## config.mk

```make
export PLATFORM = sky130hd
export DESIGN_NAME = sync_gray_ptr_multi
export DESIGN_NICKNAME = d
export VERILOG_FILES = /design/src/rtl/sync_gray_ptr_multi.sv
export SDC_FILE = /design/constraint.sdc
export NUM_CORES = 1
export LEC_CHECK = 0
export ABC_AREA = 1
export CORE_ASPECT_RATIO = 0.7
export CORE_MARGIN = 3
export CORE_UTILIZATION = 49
export CTS_BUF_LIST = sky130_fd_sc_hd__clkbuf_4 sky130_fd_sc_hd__clkbuf_8 sky130_fd_sc_hd__clkbuf_16
export DETAILED_ROUTE_END_ITERATION = 10
export HOLD_SLACK_MARGIN = 0.06
export PLACE_DENSITY = 0.77
export SLEW_MARGIN = 15
export SYNTH_ARGS = -nofsm -noshare
export SYNTH_HDL_FRONTEND = slang
export SYNTH_SLANG_ARGS = --single-unit
```

## constraint.sdc

```tcl
create_clock -name clk_i -period 2.6 [get_ports clk_i]
set_clock_uncertainty 0.2 [all_clocks]
set_input_delay 0.39 -clock clk_i [delete_from_list [all_inputs] [get_ports clk_i]]
set_output_delay 0.39 -clock clk_i [all_outputs]
set_load 0.005 [all_outputs]
```

## src/rtl/sync_gray_ptr_multi.sv

```systemverilog
// Destination-domain synchronizer for async FIFO gray pointers and flags.
// Adds registered binary decode, advance delta, flag edges and gray check.
module sync_gray_ptr_multi #(
    parameter int AWIDTH      = 4,
    parameter int SYNC_STAGES = 2,
    parameter int NFLAGS      = 1
) (
    input  logic              clk_i,
    input  logic              srst_i,
    input  logic [AWIDTH:0]   ptr_gray_async_i,
    input  logic [NFLAGS-1:0] flags_async_i,
    output logic [AWIDTH:0]   ptr_gray_o,
    output logic [AWIDTH:0]   ptr_bin_o,
    output logic [AWIDTH:0]   ptr_delta_o,
    output logic              ptr_chg_o,
    output logic [NFLAGS-1:0] flags_o,
    output logic [NFLAGS-1:0] flags_rise_o,
    output logic [NFLAGS-1:0] flags_fall_o,
    output logic              gray_err_o
);

    localparam int PW = AWIDTH + 1;

    logic [PW-1:0]     ptr_sync [SYNC_STAGES];
    logic [NFLAGS-1:0] flg_sync [SYNC_STAGES];

    logic [PW-1:0]     gray_prev;
    logic [NFLAGS-1:0] flags_prev;

    logic [PW-1:0]     bin_d;
    logic [PW-1:0]     delta_d;
    logic [PW-1:0]     gray_diff;
    logic              multi_bit;

    assign ptr_gray_o = ptr_sync[SYNC_STAGES-1];
    assign flags_o    = flg_sync[SYNC_STAGES-1];

    // Multi-flop synchronizer chains for the pointer and the flags
    always_ff @(posedge clk_i) begin
        if (srst_i) begin
            for (int i = 0; i < SYNC_STAGES; i++) begin
                ptr_sync[i] <= '0;
                flg_sync[i] <= '0;
            end
        end else begin
            ptr_sync[0] <= ptr_gray_async_i;
            flg_sync[0] <= flags_async_i;
            for (int i = 1; i < SYNC_STAGES; i++) begin
                ptr_sync[i] <= ptr_sync[i-1];
                flg_sync[i] <= flg_sync[i-1];
            end
        end
    end

    // Gray-to-binary decode, modular advance and multi-bit change detect
    always_comb begin
        bin_d = '0;
        for (int i = 0; i < PW; i++) begin
            bin_d[i] = ^(ptr_gray_o >> i);
        end
        delta_d   = bin_d - ptr_bin_o;
        gray_diff = ptr_gray_o ^ gray_prev;
        multi_bit = |(gray_diff & (gray_diff - PW'(1)));
    end

    // Registered decode stage; ptr_bin_o doubles as the previous sample
    always_ff @(posedge clk_i) begin
        if (srst_i) begin
            ptr_bin_o   <= '0;
            ptr_delta_o <= '0;
            ptr_chg_o   <= 1'b0;
        end else begin
            ptr_bin_o   <= bin_d;
            ptr_delta_o <= delta_d;
            ptr_chg_o   <= (delta_d != '0);
        end
    end

    // Per-flag edge strobes, aligned with the decode stage
    always_ff @(posedge clk_i) begin
        if (srst_i) begin
            flags_prev   <= '0;
            flags_rise_o <= '0;
            flags_fall_o <= '0;
        end else begin
            flags_prev   <= flags_o;
            flags_rise_o <= flags_o & ~flags_prev;
            flags_fall_o <= ~flags_o & flags_prev;
        end
    end

    // Sticky coherency error when successive gray samples differ in >1 bit
    always_ff @(posedge clk_i) begin
        if (srst_i) begin
            gray_prev  <= '0;
            gray_err_o <= 1'b0;
        end else begin
            gray_prev  <= ptr_gray_o;
            gray_err_o <= gray_err_o | multi_bit;
        end
    end

endmodule

```

==> flow_summary.yaml <==
layout:
  drive_gt1_share_pct: 8.54
  diodes: 0
  final_cell_mix: "38 x nand2_1, 34 x inv_1, 31 x dfxtp_1"
  num-nets-final: 211
  areaGrowthSynthToFinish_pct: 27.5
  final_common_cell: "nand2_1"
timing:
  slew_headroom_pct: 76.2
  fmax_mhz: 423
  tns_ns: 0
  setup_violations: 0
  drv_slew: 0
  finalCriticalPeriod_ns: 2.37
  fin_crit_sh_pct: 91.0
  hold_violations: 0
  rsz0062_at_grt: "no"
  worst_pin_slew_ns: 0.355
clock_tree:
  clk_latency_ns: 0.27
  cts_resized: 0
  post_cts_buffers: 0
  htree_levels: 2
  clock_path_buffers: 2
  cts_made_buffers: 5
  cts_tree: "done"
  cts.clk_slew.worst_paths_ns: 0.06
  cts_root_buf: "clkbuf_8"
  cts_hold_buffers: 0
  numClockSinks: 31
synthesis:
  yosysWarnings: 0
  syn_nets: 184
  synth_cell_types: 22
  ys_ff_latch: 31
  synth.avg_cell_area_sq_um: 7.60
  synth_cells: 171
  yosysSeqAreaShare_pct: 47.7
  syn_area_sq_um: 1300
global_route:
  grt_usage_pct: 15.6
  grt_pass1_wl_mm: 3.86
  grt_max_degree: 24
  grt_overflow: 0
  grt_pass1_vias: 959
  antenna_found_initial: 0
placement:
  io_buffers: 27
  gp_congestion: 0.837
  hpwl_mm: 1.70
die:
  die_area_sq_um: 3320
  die_w_um: 67.6
  coreArea_sq_um: 2330
  initial_core_util_pct: 55.8
  rows: 14
  ios: 28
  die_height_um: 49.1
worst_hold_path:
  hold_class: "flop to flop"
  min_path_cells: 2
worst_setup_path:
  slowest_delay_ns: 0.41
  cp_max_fo: 5
  path_common_cell: "nand2_1"
  cp_cell_sequence: "inv_2 -> nand2_2 -> nand2_4 -> xor2_1 -> nand2_1 -> nand2_2 -> ha_1 -> fa_1 -> nand3b_1 -> nand2_1 -> nor2_1 -> nor2_1 -> nand2_1 -> nand3_1"
  critical_path_class: "flop to flop"
  arrival_ns: 2.38
  worstSetupEndpointType: "flop"
  worst_setup_path_start_kind: "flop"
  cp.buffers_inverters: 1
  crit_family: "simple AND/OR/NAND/NOR gates"
  reg2reg_depth: 14
  cp.depth: 14
  crit_required_ns: 2.62
  crit_slowest_cell: "fa_1"
route:
  first_pass_iters: 4
  drtIter0Drc: 30
  dr_total_vias: 1017
  via_per_inst: 4.40
  wl_per_cell_um: 9.50
  drc: 0
  detail-route-antenna-nets: 0
  wl_mm: 2.19
power_and_ir_drop:
  powerDensity_nw_per_um2: 664
  p_int_w: 0.000829
  seqPwrFrac_pct: 48.0
  p_switching_w: 0.000271
  ir_worst_vdd_v: 0.000401
  switching_share_pct: 24.6
  p_clk_share_pct: 33.5
  p_comb_share_pct: 18.5
  p_leak_nw: 0.806
  total_power_w: 0.00110
run_status:
  status: "complete, no violations"
flow_run:
  drv_cap: 0
-- layer usage --
metal | track usage (%) | vias to the layer above | wire (um)
met3 | 7.37 | 8 | 165
met5 | 0 | - | 0
li1 | - | 540 | -
met4 | 8.08 | 0 | 59
met2 | 24.9 | 29 | 981
met1 | 16.8 | 440 | 989
-- path summary, 6_finish.rpt --
check                                     from        endpoint  slack [ns]
worst min-delay path            ptr_sync[0][2]  ptr_sync[0][7]        0.20
worst max register to register  ptr_sync[0][8]       ptr_chg_o        0.23
worst max-delay path            ptr_sync[0][8]       ptr_chg_o        0.23
worst min register to register  ptr_sync[0][2]  ptr_sync[0][7]        0.20
-- state kept, by name, summed over array words and instances, names as in the netlist --
name	cells
ptr_sync	10
ptr_chg_o	1
flags_fall_o	1
gray_prev	5
gray_err_o	1
ptr_bin_o	4
ptr_delta_o	5
flg_sync	2
flags_prev	1
flags_rise_o	1
-- worst min-delay path: cells and delay by family (launching register included) --
kind / cells / cell delay (ns)
flip-flops: 1 / 0.29
buffers and inverters: 1 / 0.04
AND/OR/NAND/NOR: 1 / 0.03
-- cells by family after synthesis --
family          count (synthesis)  synth area share, %
simple gates                   76                 23.8
buf+inv                        45                 14.7
flops                          31                 47.7
compound gates                  7                 3.08
xor+xnor                        7                 5.29
fa+ha+maj                       5                 5.39
-- through the flow --
stage / std cells / instance area [sq um] / hold slack (ns) / utilization [%] / setup WS [ns]
after global routing: 231 / 1660 / 0.228 / 71.2 / 0.0460
after CTS: 231 / 1660 / 0.204 / 71.2 / 0.231
after floorplan: 171 / 1300 / 0.188 / - / 0.422
final: 231 / 1660 / 0.203 / 71.2 / 0.235
after global placement: 223 / 1570 / 0.191 / 67.3 / 0.344
after detailed placement: 223 / 1570 / 0.196 / 67.3 / 0.260
-- Yosys cell counts --
library cell | n | share of area [%]
nand2_1 | 38 | 11
inv_1 | 34 | 9.8
dfxtp_1 | 31 | 48
nor2_1 | 29 | 8.4
buf_4 | 6 | 3.5
xnor2_1 | 5 | 3.4
ha_1 | 4 | 3.9
clkbuf_1 | 3 | 0.87
nand3_1 | 3 | 1.2
o21ai_0 | 3 | 1.2
a21oi_1 | 2 | 0.77
inv_2 | 2 | 0.58
nand2_2 | 2 | 0.96
fa_1 | 1 | 1.5
nand2_4 | 1 | 0.87
nand3b_1 | 1 | 0.58
nor2_2 | 1 | 0.48
nor3_1 | 1 | 0.38
o211ai_1 | 1 | 0.58
o21bai_1 | 1 | 0.58
xor2_1 | 1 | 0.67
xor2_2 | 1 | 1.3
-- cell type report --
| type | instances | area, sq um |
|---|---|---|
| fillers | 184 | 672 |
| multi-input cells | 95 | 488 |
| well taps | 32 | 40.0 |
| flip-flops and latches | 31 | 621 |
| clock buffers | 7 | 83.8 |
| repair buffers | 29 | 285 |
| inverters | 36 | 135 |
| clock inverters | 1 | 5.00 |
-- power groups by stage --
stage | combinational (W) | clock, W | sequential (W)
2_1_floorplan | 0.000115 | 0 | 0.000540
3_3_place_gp | 0.000198 | 0 | 0.000536
3_5_place_dp | 0.000206 | 0 | 0.000539
4_1_cts | 0.000206 | 0.000378 | 0.000528
5_1_grt | 0.000231 | 0.000403 | 0.000532
6_report | 0.000203 | 0.000369 | 0.000528
(Power assumes the default switching activity.)
==> variant 1 (same settings) <==
`AWIDTH`: 4 -> 5.
--- a/src/rtl/sync_gray_ptr_multi.sv
+++ b/src/rtl/sync_gray_ptr_multi.sv
@@ -1,7 +1,7 @@
 // Destination-domain synchronizer for async FIFO gray pointers and flags.
 // Adds registered binary decode, advance delta, flag edges and gray check.
 module sync_gray_ptr_multi #(
-    parameter int AWIDTH      = 4,
+    parameter int AWIDTH      = 5,
     parameter int SYNC_STAGES = 2,
     parameter int NFLAGS      = 1
 ) (
Ports: changed (resized ptr_bin_o, ptr_delta_o, ptr_gray_async_i and ptr_gray_o); port bits go from 28 to 32. No check against the original RTL was run, so the function may have changed too.
==> variant 1 against the original RTL <==
Core utilization fell by 3.4 points. Critical path type unchanged. Sequential cell count increased by 5. Sequential power grew 16%. Wire length up 18%. Maximum frequency decreased by 2.4%. Critical path depth increased by 2. Highest routed layer unchanged. Design area grew 19%. Setup slack got worse by 59 ps. Die area rose by 17%. Total power is 19% higher. Synthesized area is 19% higher. Final cell count is 20% higher.
==> variant 1: results <==
[power_and_ir_drop]
p_sw_share_pct = 26.8
irDropWorstVdd_mv = 0.508

[grt]
grt_pass1_vias = 1094
grt_usage_pct = 15.5
grt_pass1_wl_mm = 4.42
grt_max_degree = 15

[detailed_routing]
wl_per_cell_um = 9.35
drt_iter0_drc = 34
vias_per_cell = 4.33

[placement]
portBuffers = 31
gp_congestion = 0.759
dp.cells = 269
placed_area_um2 = 1870

[timing]
maxSlewHeadroom_pct = 73.0

[yosys]
synth_nets = 224
synth_area_leaders = "dfxtp_1 46%, nand2_1 11%, inv_1 9.2%"
synth_compound_area_share_pct = 1.29
synth-xor-area-share_pct = 3.87
synth-adder-area-share_pct = 5.32
yosys-top-cells-count = "46 x nand2_1, 38 x inv_1, 37 x nor2_1"
yosysSeqAreaShare_pct = 46.5

[critical_path]
crit_fanout = 4
slowest_delay_ps = 430
cp_slowest_cell = "fa_2"

[finish]
drive_gt1_share_pct = 12.0
reg_top3 = "ptr_sync: 12 flops, gray_prev: 6 flops, ptr_delta_o: 6 flops"
fin_nets = 255
final_cells = 277

[run_status]
status = "finished, final reports clean"

[cts]
clock_latency_ps = 290
[variant 1: area by class of cell]
type,count,area (µm²)
well taps,36,45.0
clock buffers,7,90.1
flip-flops and latches,36,721
multi-input cells,118,599
fillers,254,935
clock inverters,1,7.51
repair buffers,35,340
inverters,44,165
[variant 1: power groups by stage]
stage / Clock (W) / Combinational (W) / Sequential, W
6_report: 0.000423 / 0.000274 / 0.000611
5_1_grt: 0.000455 / 0.000313 / 0.000615
4_1_cts: 0.000431 / 0.000276 / 0.000612
3_5_place_dp: 0 / 0.000274 / 0.000624
3_3_place_gp: 0 / 0.000269 / 0.000623
2_1_floorplan: 0 / 0.000162 / 0.000627
[variant 1: logic make-up after synthesis]
| group | count (synthesis) |
|---|---|
| AO/OA/AOI/OAI | 4 |
| XOR/XNOR | 6 |
| adder cells (fa/ha/maj) | 6 |
| buffers and inverters | 55 |
| flip-flops | 36 |
| AND/OR/NAND/NOR | 102 |
[variant 1: path summary, 6_finish.rpt]
| kind | start | to | slack, ps | cells past startpoint |
|---|---|---|---|---|
| max reg2reg | ptr_sync[0][10] | ptr_chg_o | 180 | 16 |
| min reg2reg | ptr_sync[0][5] | ptr_sync[0][11] | 200 | 2 |
| min | ptr_sync[0][5] | ptr_sync[0][11] | 200 | 2 |
| max | ptr_sync[0][10] | ptr_chg_o | 180 | 16 |
[variant 1: through the flow]
stage                     setup WS (ps)  total power (W)  hold slack [ps]  utilization [%]
after global placement              229         0.000892              190             64.4
after global routing               9.24          0.00138              219             67.8
final                               176          0.00131              202             67.8
after floorplan                     304         0.000789              188                -
after detailed placement            159         0.000898              192             64.4
after CTS                           145          0.00132              202             67.7
[variant 1: routing by layer]
layer / track usage (%) / wire [µm]
met5: 0 / 0
met4: 4.60 / 37
met3: 8.54 / 194
met2: 23.6 / 1050
met1: 18.8 / 1300
==> variant 2 (same settings) <==
Made on the original files. Register the output `ptr_gray_o`, cleared by the reset; this adds one clock of latency there. The other outputs are not delayed to match.
--- a/src/rtl/sync_gray_ptr_multi.sv
+++ b/src/rtl/sync_gray_ptr_multi.sv
@@ -21,6 +21,8 @@
 
     localparam int PW = AWIDTH + 1;
 
+    logic [AWIDTH:0] ptr_gray_d;
+
     logic [PW-1:0]     ptr_sync [SYNC_STAGES];
     logic [NFLAGS-1:0] flg_sync [SYNC_STAGES];
 
@@ -32,7 +34,7 @@
     logic [PW-1:0]     gray_diff;
     logic              multi_bit;
 
-    assign ptr_gray_o = ptr_sync[SYNC_STAGES-1];
+    assign ptr_gray_d = ptr_sync[SYNC_STAGES-1];
     assign flags_o    = flg_sync[SYNC_STAGES-1];
 
     // Multi-flop synchronizer chains for the pointer and the flags
@@ -56,10 +58,10 @@
     always_comb begin
         bin_d = '0;
         for (int i = 0; i < PW; i++) begin
-            bin_d[i] = ^(ptr_gray_o >> i);
+            bin_d[i] = ^(ptr_gray_d >> i);
         end
         delta_d   = bin_d - ptr_bin_o;
-        gray_diff = ptr_gray_o ^ gray_prev;
+        gray_diff = ptr_gray_d ^ gray_prev;
         multi_bit = |(gray_diff & (gray_diff - PW'(1)));
     end
 
@@ -95,8 +97,16 @@
             gray_prev  <= '0;
             gray_err_o <= 1'b0;
         end else begin
-            gray_prev  <= ptr_gray_o;
+            gray_prev  <= ptr_gray_d;
             gray_err_o <= gray_err_o | multi_bit;
+        end
+    end
+
+    always_ff @(posedge clk_i) begin
+        if (srst_i) begin
+            ptr_gray_o <= '0;
+        end else begin
+            ptr_gray_o <= ptr_gray_d;
         end
     end
 
Check against the original RTL: not equivalent (a bounded check fails within 4 cycles, from zero or initial values and one cycle with srst_i high).
==> variant 2 against the original RTL <==
Design area decreased by 0.45%. Total power increased by 0.48%. Global-route usage grew 0.14 points. Synthesized area fell by 2.9%. Wire length rose by 7.4%. Setup slack improved by 37 ps. Final cell count down 0.43%. Sequential cell count stayed put. Non-clock buffer count is 1 lower. Critical path type unchanged. Critical endpoint unchanged.
==> variant 2: results <==
[run_status]
status = "finished, final reports clean"

[finish]
num-clock-buffers = 7
clk_share_pct = 5.38
multi_input_area_um2 = 488
reg_top3 = "ptr_sync: 10 flops, ptr_delta_o: 5 flops, ptr_gray_o: 5 flops"
fin_nets = 210
seq_cells = 31
n_all_buffers = 28
drive_gt1_share_pct = 8.08
final-nonclk-buf-share_pct = 16.8
utilization_pct = 71.9

[floorplan]
dieArea_um2 = 3230
dieWidth_um = 66.7

[critical_path]
cp.arrival_ps = 2350
ff2ff_setup_slack_ps = 270

[detailed_routing]
vias = 1031
met2WireLength_mm = 1.11
vias_per_cell = 4.48
route.met3.wl_um = 147
drt_iter0_drc = 61
wl_met1_mm = 1.06
drt-total-wl_mm = 2.36

[yosys]
synth-xor-area-share_pct = 5.45
yosys-top-cells-count = "38 x nand2_1, 34 x inv_1, 31 x dfxtp_1"
synth_nets = 179
synthCells = 166
synth-adder-area-share_pct = 5.55
synth_compound_area_share_pct = 3.17
synth_area_leaders = "dfxtp_1 49%, nand2_1 11%, inv_1 10%"

[placement]
hpwl_mm = 1.83
dp.cells = 222
placed_area_um2 = 1560
dp_slack_ps = 287
gp_congestion = 0.820

[grt]
grtUsageMet1_pct = 17.8
grt_max_degree = 17
grt_pass1_vias = 916
use_met2_pct = 26.0
grt_usage_pct = 15.7
use_met3_pct = 5.79

[timing]
tightest_slew_ps = 561
whs_ps = 205

[min_path]
hold_end = "ptr_sync[0][9]"
worstHoldStart = "ptr_sync[0][4]"

[power_and_ir_drop]
p_sw_share_pct = 25.2
irDropWorstVdd_mv = 0.409
p_leak_nw = 0.801
-- variant 2: cell types whose count changed after synthesis, sizes merged --
cell / before / now
buf: 6 / 1
-- variant 2: worst max-delay path by stage --
stage	to	slack [ps]	depth (start not counted)
6_report	ptr_chg_o	270	14
3_5_place_dp	ptr_chg_o	290	14
4_1_cts	ptr_chg_o	270	14
3_3_place_gp	ptr_chg_o	360	14
5_1_grt	ptr_chg_o	130	11
2_1_floorplan	ptr_chg_o	450	14
-- variant 2: power by group through the flow --
stage | sequential [W] | clock [W] | combinational [W]
after floorplan | 0.000541 | 0 | 0.000110
after global placement | 0.000537 | 0 | 0.000195
after detailed placement | 0.000540 | 0 | 0.000204
after CTS | 0.000529 | 0.000383 | 0.000205
after global routing | 0.000532 | 0.000407 | 0.000228
final | 0.000529 | 0.000375 | 0.000202
-- variant 2: worst max-delay path, delay by kind of cell (launching register included) --
family                     cells  cell delay (ps)
xor gates and xnor gates       1              150
and+or+nand+nor               10              840
buffers and inverters          1               70
adders and majority gates      2              600
DFF                            1              390
